==> src/rtl/addr_gen_pkg.sv <==
// Shared types for the strided address generator.
package addr_gen_pkg;

  // Sequencer states: waiting for start, emitting addresses, end-of-sequence pulse.
  typedef enum logic [1:0] {
    ST_IDLE = 2'd0,
    ST_RUN  = 2'd1,
    ST_DONE = 2'd2
  } addr_gen_state_e;

endpackage

==> src/rtl/addr_gen.sv <==
// Strided address generator. Emits `count` addresses starting at `base`,
// stepping by `stride`. The add itself is done by an external adder wired
// through op_a/op_b/sum_in so it can be shared with neighbouring logic.
module addr_gen
  import addr_gen_pkg::*;
#(
  parameter int DATA_WIDTH = 8,
  parameter int CNT_WIDTH  = 8
) (
  input  logic                  clk,
  input  logic                  rst,
  input  logic                  start,
  input  logic                  clear,
  input  logic [DATA_WIDTH-1:0] base,
  input  logic [DATA_WIDTH-1:0] stride,
  input  logic [CNT_WIDTH-1:0]  count,
  output logic [DATA_WIDTH-1:0] op_a,
  output logic [DATA_WIDTH-1:0] op_b,
  input  logic [DATA_WIDTH-1:0] sum_in,
  output logic [DATA_WIDTH-1:0] addr_out,
  output logic                  addr_valid,
  input  logic                  addr_ready,
  output logic                  busy,
  output logic                  done,
  output logic                  wrapped
);

  addr_gen_state_e       state_q,     state_d;
  logic [DATA_WIDTH-1:0] addr_q,      addr_d;
  logic [DATA_WIDTH-1:0] stride_q,    stride_d;
  logic [CNT_WIDTH-1:0]  remaining_q, remaining_d;
  logic                  wrapped_q,   wrapped_d;

  logic hs;

  // Address is only offered while running; a beat moves on valid & ready.
  assign addr_valid = (state_q == ST_RUN);
  assign hs         = addr_valid & addr_ready;

  assign op_a     = addr_q;
  assign op_b     = stride_q;
  assign addr_out = addr_q;
  assign busy     = (state_q != ST_IDLE);
  assign done     = (state_q == ST_DONE);
  assign wrapped  = wrapped_q;

  // Next-state logic; clear takes priority over start and over a handshake.
  always_comb begin
    state_d     = state_q;
    addr_d      = addr_q;
    stride_d    = stride_q;
    remaining_d = remaining_q;
    wrapped_d   = wrapped_q;

    if (clear) begin
      state_d = ST_IDLE;
    end else begin
      unique case (state_q)
        ST_IDLE: begin
          if (start) begin
            wrapped_d = 1'b0;
            if (count != '0) begin
              addr_d      = base;
              stride_d    = stride;
              remaining_d = count;
              state_d     = ST_RUN;
            end else begin
              // Empty transfer: report completion without emitting anything.
              state_d = ST_DONE;
            end
          end
        end
        ST_RUN: begin
          if (hs) begin
            addr_d      = sum_in;
            remaining_d = remaining_q - 1'b1;
            // Unsigned sum smaller than the addend means the step carried out.
            if (sum_in < addr_q) wrapped_d = 1'b1;
            if (remaining_q == {{(CNT_WIDTH-1){1'b0}}, 1'b1}) state_d = ST_DONE;
          end
        end
        ST_DONE: begin
          state_d = ST_IDLE;
        end
        default: begin
          state_d = ST_IDLE;
        end
      endcase
    end
  end

  // State registers with asynchronous reset that abandons any sequence in flight.
  always_ff @(posedge clk or posedge rst) begin
    if (rst) begin
      state_q     <= ST_IDLE;
      addr_q      <= '0;
      stride_q    <= '0;
      remaining_q <= '0;
      wrapped_q   <= 1'b0;
    end else begin
      state_q     <= state_d;
      addr_q      <= addr_d;
      stride_q    <= stride_d;
      remaining_q <= remaining_d;
      wrapped_q   <= wrapped_d;
    end
  end

`ifdef FORMAL
  logic past_ok_q;

  // Guards $past so the first cycle out of reset is not checked.
  always_ff @(posedge clk or posedge rst) begin
    if (rst) past_ok_q <= 1'b0;
    else     past_ok_q <= 1'b1;
  end

  // A stalled beat must present identical outputs on the next cycle.
  always_ff @(posedge clk) begin
    if (past_ok_q && !rst && $past(addr_valid && !addr_ready && !clear && !rst)) begin
      assert ($stable(addr_out) && $stable(op_a) && $stable(op_b) && $stable(remaining_q));
    end
  end

  // Nothing is offered while idle.
  always_comb begin
    if (state_q == ST_IDLE) assert (!addr_valid);
  end
`endif

endmodule

==> config.mk <==
export PLATFORM = sky130hd
export DESIGN_NAME = addr_gen
export DESIGN_NICKNAME = d
export VERILOG_FILES = /design/src/rtl/addr_gen_pkg.sv /design/src/rtl/addr_gen.sv
export SDC_FILE = /design/constraint.sdc
export NUM_CORES = 1
export LEC_CHECK = 0
export BUFFER_PORTS_ARGS = -buffer_cell sky130_fd_sc_hd__buf_2
export CAP_MARGIN = 30
export CORE_ASPECT_RATIO = 1.25
export CORE_MARGIN = 4
export CORE_UTILIZATION = 49
export DETAILED_ROUTE_END_ITERATION = 16
export GPL_ROUTABILITY_DRIVEN = 0
export GPL_TIMING_DRIVEN = 0
export HOLD_SLACK_MARGIN = 0.02
export PLACE_DENSITY = 0.88
export SKIP_CTS_REPAIR_TIMING = 1
export SLEW_MARGIN = 10
export SYNTH_ARGS = -nofsm -noshare
export SYNTH_HDL_FRONTEND = slang
export SYNTH_SLANG_ARGS = --single-unit
export TNS_END_PERCENT = 1
==> constraint.sdc <==
create_clock -name clk -period 2.3 [get_ports clk]
set_input_delay 0.115 -clock clk [delete_from_list [all_inputs] [get_ports clk]]
set_output_delay 0.115 -clock clk [all_outputs]
set_load 0.05 [all_outputs]
-- Word-level counts from Yosys, hierarchy flattened
Cells that the tools add are included.
- register bits after elaboration: 27
- input port bits: 37
- output and inout bits: 28
- $add $sub $neg: 1
- $lt $le $gt $ge: 1
- eq/ne operators: 10
- muxes and demuxes: 18
- bitwise operators: 2
- reductions and logical operators: 8
- operator list (kind ; count):
    8-bit two-way mux ; 6
    8-bit one-hot mux with 2 select lines ; 2
    2-bit two-way mux ; 5
    5-bit AND reduction ; 2
    8-bit by 1-bit equality test with 1-bit output, second input constant ; 1
    8-bit less-than comparator ; 1
    8-bit nonzero test ; 1
    8-bit by 1-bit subtractor with 8-bit output, second input constant ; 1
    3-bit by 2-bit != test with 1-bit output, second input constant ; 2
    2-bit by 1-bit != test with 1-bit output, second input constant ; 2
    2-bit != test, second input constant ; 2
    2-bit one-hot mux with 2 select lines ; 1
    4-bit AND reduction ; 1
    2-bit nonzero test ; 2
    1-bit two-way mux ; 3
    3-bit != test, second input constant ; 1
    3-bit AND reduction ; 1
    2-bit by 1-bit equality test with 1-bit output, second input constant ; 1
    2-bit equality test, second input constant ; 1
    2-bit zero test ; 1
    1-bit one-hot mux with 2 select lines ; 1
    1-bit AND ; 1
    1-bit NOT ; 1

-- Logic depth before layout (Yosys ltp)
- depth in word-level cells: 5
- mapped depth: 7
- depth with buffers taken out: 6

-- Worst setup path after synthesis
OpenSTA, ideal clock, no wires.
- kind: flip-flop to flip-flop
- from: register state_q[0]
- to: register stride_q[0], in the netlist op_b[0]
- setup time: 0.125 ns
- data arrival time: 1.867 ns
- slack: 0.309 ns
- cell stages (with the launch flop): 5
- buffers on the path: 0
- path through: dfrtp_1 -> or2_2 -> nand3b_1 -> nor2_1 -> mux2_2
- cells in the longest elaborated chain, start to end: 2
- ends and longest elaborated chain (what ; RTL line ; source):
    from (decl) ; addr_gen.sv:28 ; addr_gen_state_e state_q, state_d;
    from (signal assigned) ; addr_gen.sv:101 ; state_q <= state_d;
    2-bit zero test ; addr_gen.sv:58 ; unique case (state_q)
    4-bit AND reduction (no line) ; - ;
    to (signal assigned) ; addr_gen.sv:103 ; stride_q <= stride_d;
    to (decl) ; addr_gen.sv:30 ; logic [DATA_WIDTH-1:0] stride_q, stride_d;
Every way passes these cells.
A chain may end at the register's enable or synchronous reset.

-- Final worst setup path
- from: register state_q[1]
- to: output addr_valid
- cells in the longest elaborated chain, start to end: 1
- ends and longest elaborated chain (what ; RTL line ; source):
    2-bit by 1-bit equality test with 1-bit output ; addr_gen.sv:37 ; assign addr_valid = (state_q == ST_RUN);
    to (decl) ; addr_gen.sv:21 ; output logic addr_valid,
Every way passes these cells.

==> results.json <==
{
  "yosysSeqAreaShare": 0.398,
  "syn-cell-area_um2": 1700,
  "peakVddDrop_mv": 0.768,
  "synth_mux_area_frac": 0.0649,
  "synth_area_leader_cell": "dfrtp_1",
  "hp-class": "in2reg",
  "path_class": "reg2out",
  "fin_setup_tns_ns": 0,
  "postSynthCellCount": 180,
  "cts.clk_slew.worst_paths_ns": 0.09,
  "synth-simple-area-share": 0.158,
  "multi_input_area_um2": 852,
  "drc": 0,
  "synth_top_flop_cell": "dfrtp_1",
  "synthAdderAreaFrac": 0.0664,
  "clockRootBuffer": "clkbuf_8",
  "fillers": 292,
  "drive_above_1_share": 0.420,
  "cts_sinks": 27,
  "cts_buffer_depth": 2,
  "fp.dieW_um": 60.6,
  "io_buffers": 64,
  "dieArea_um2": 4470,
  "synth-seq-cells": 27,
  "gr-total-overflow": 0,
  "die_h_um": 73.8,
  "period_share": 0.906,
  "grt_start_max_net_pins": 17,
  "outcome": "finished, final reports clean",
  "crit_path_end_kind": "output pin",
  "cts_buffers": 3,
  "design_area_um2": 2150,
  "worst_pin_slew_ns": 0.645,
  "synth_compound_area_frac": 0.213,
  "crit_fanout": 10,
  "p_leak_nw": 1.05,
  "synthesis.nets": 226,
  "dr.pass1.iters": 4,
  "drv_cap": 0,
  "synthArstFlopShare": 1.00,
  "fmax_mhz": 480,
  "fin_cells": 287,
  "placementRows": 23,
  "dp_cells": 282,
  "place_area_um2": 2090,
  "yosys-top-cells-area": "dfrtp_1, ha_1, mux2_2, nand2_1, a31oi_2",
  "synth_top_family_by_area": "compound AO/OA/AOI/OAI gates",
  "synth_common_cells": "dfrtp_1, nand2_1, inv_1",
  "hold_viol_final": 0,
  "grt_usage": 0.201,
  "utilization": 0.655,
  "cp.arrival_ns": 1.97,
  "finalSetupViolCount": 0,
  "tritoncts": "done",
  "n_antenna_cell": 0,
  "wire_per_inst_um": 14.6,
  "hpwlAfterDp_um": 3290,
  "synth-xor-area-share": 0,
  "dpl_worst_slack_ns": 0.246,
  "io_pins": 65,
  "avgSynthCellArea_um2": 9.43,
  "nets": 297,
  "skew_ns": 0.00223,
  "viasPerCell": 5.57,
  "start_kind": "flop",
  "clock_latency_ns": 0.28,
  "grt_pass1_wl_um": 6890,
  "crit_required_ns": 2.18,
  "synth_top_area_share": 0.398,
  "h-tree-depth": 1,
  "coreArea_um2": 3280,
  "grt_pass1_vias": 1609,
  "rsz0062_at_grt": "no",
  "slew_headroom": 0.568,
  "ys_warn_count": 0,
  "synth_cell_types": 39,
  "power_density_nw_per_um2": 872,
  "start_util": 0.517,
  "slew_violations": 0,
  "fin_ws_ns": 0.216,
  "fin_crit_ns": 2.08,
  "antenna_found_initial": 0,
  "drt_iter0_drc": 91,
  "area_delta_synth_final_pct": 26.7,
  "seq_area_um2": 676,
  "synth_edf_count": 0,
  "wl_um": 4190,
  "yosysMostFrequentCell": "dfrtp_1",
  "ant_nets": 0,
  "num_vias": 1599
}
cells by family (layout without fill, tap and decap cells):
| kind of cell | count (synthesis) | after routing |
|---|---|---|
| DFF | 27 | 27 |
| AOI/OAI and AO/OA | 50 | 50 |
| and+or+nand+nor | 53 | 53 |
| buffers and inverters | 31 | 101 |
| muxes | 10 | 10 |
| adders and majority gates | 9 | 9 |
critical path, stage by stage (launching register included):
cell      delay (ns)
dfrtp_1         0.43
nand2b_1        0.15
clkbuf_1        0.21
inv_1           0.16
clkbuf_1        0.39
buf_2           0.35
metal layers:
layer / routed length [um] / global-route usage / vias to the layer above / share of wire
li1: - / - / 770 / -
met1: 1650 / 0.230 / 760 / 0.39
met2: 2190 / 0.370 / 62 / 0.52
met3: 286 / 0.0281 / 7 / 0.068
met4: 67 / 0.0699 / 0 / 0.016
met5: 0 / 0 / - / 0
worst paths after layout:
kind	slack, ns	start	endpoint	cells past startpoint
min	0.03	clear	state_q[1]	2
min reg2reg	0.50	wrapped	wrapped	2
max	0.22	state_q[1]	addr_valid	5
max in group asynchronous	1.40	rst	remaining_q[5]	4
min in group asynchronous	0.43	rst	addr_out[2]	3
max reg2reg	0.22	state_q[0]	op_b[2]	4
placed cells by master (no fill, tap or decap), types with 2 or more instances in the layout:
| cell type | instances |
|---|---|
| a21o_1 | 3 |
| a21oi_1 | 12 |
| a21oi_2 | 5 |
| a31o_2 | 3 |
| a31oi_1 | 8 |
| a31oi_2 | 5 |
| buf_2 | 64 |
| buf_4 | 8 |
| buf_6 | 3 |
| clkbuf_1 | 6 |
| clkbuf_8 | 3 |
| dfrtp_1 | 27 |
| ha_1 | 9 |
| inv_1 | 14 |
| mux2_2 | 8 |
| mux2i_1 | 2 |
| nand2_1 | 22 |
| nand2b_1 | 2 |
| nand3_1 | 2 |
| nand3b_1 | 2 |
| nand4_1 | 2 |
| nor2_1 | 10 |
| nor4_1 | 2 |
| o21ai_0 | 5 |
| o22ai_1 | 2 |
| o2bb2ai_1 | 2 |
| or3_1 | 2 |
state kept, by name, summed over array words and instances (netlist names):
register     count
op_b             8
remaining_q      8
addr_out         8
state_q          2
wrapped          1
area by class of cell:
cell class / count / share of cell area
Clock inverter: 1 / 0.00349
Inverter: 14 / 0.0244
Timing Repair Buffer: 66 / 0.166
Sequential cell: 27 / 0.314
Clock buffer: 3 / 0.0192
Tap cell: 37 / 0.0215
Buffer: 17 / 0.0541
Multi-Input combinational cell: 122 / 0.396
per-stage QoR:
step	hold slack, ns	total power [mW]
after floorplan	0.168	1.37
after global placement	0.324	1.57
after detailed placement	0.190	1.61
after CTS	-0.119	1.89
after global routing	0.0392	1.99
final	0.0308	1.88
where the power goes:
group / leakage, nW / internal [mW] / switching [mW]
registers: 0.311 / 0.581 / 0.0935
logic: 0.721 / 0.296 / 0.627
clock network: 0.0217 / 0.123 / 0.155
No activity file was read; power rests on OpenSTA's default activity.
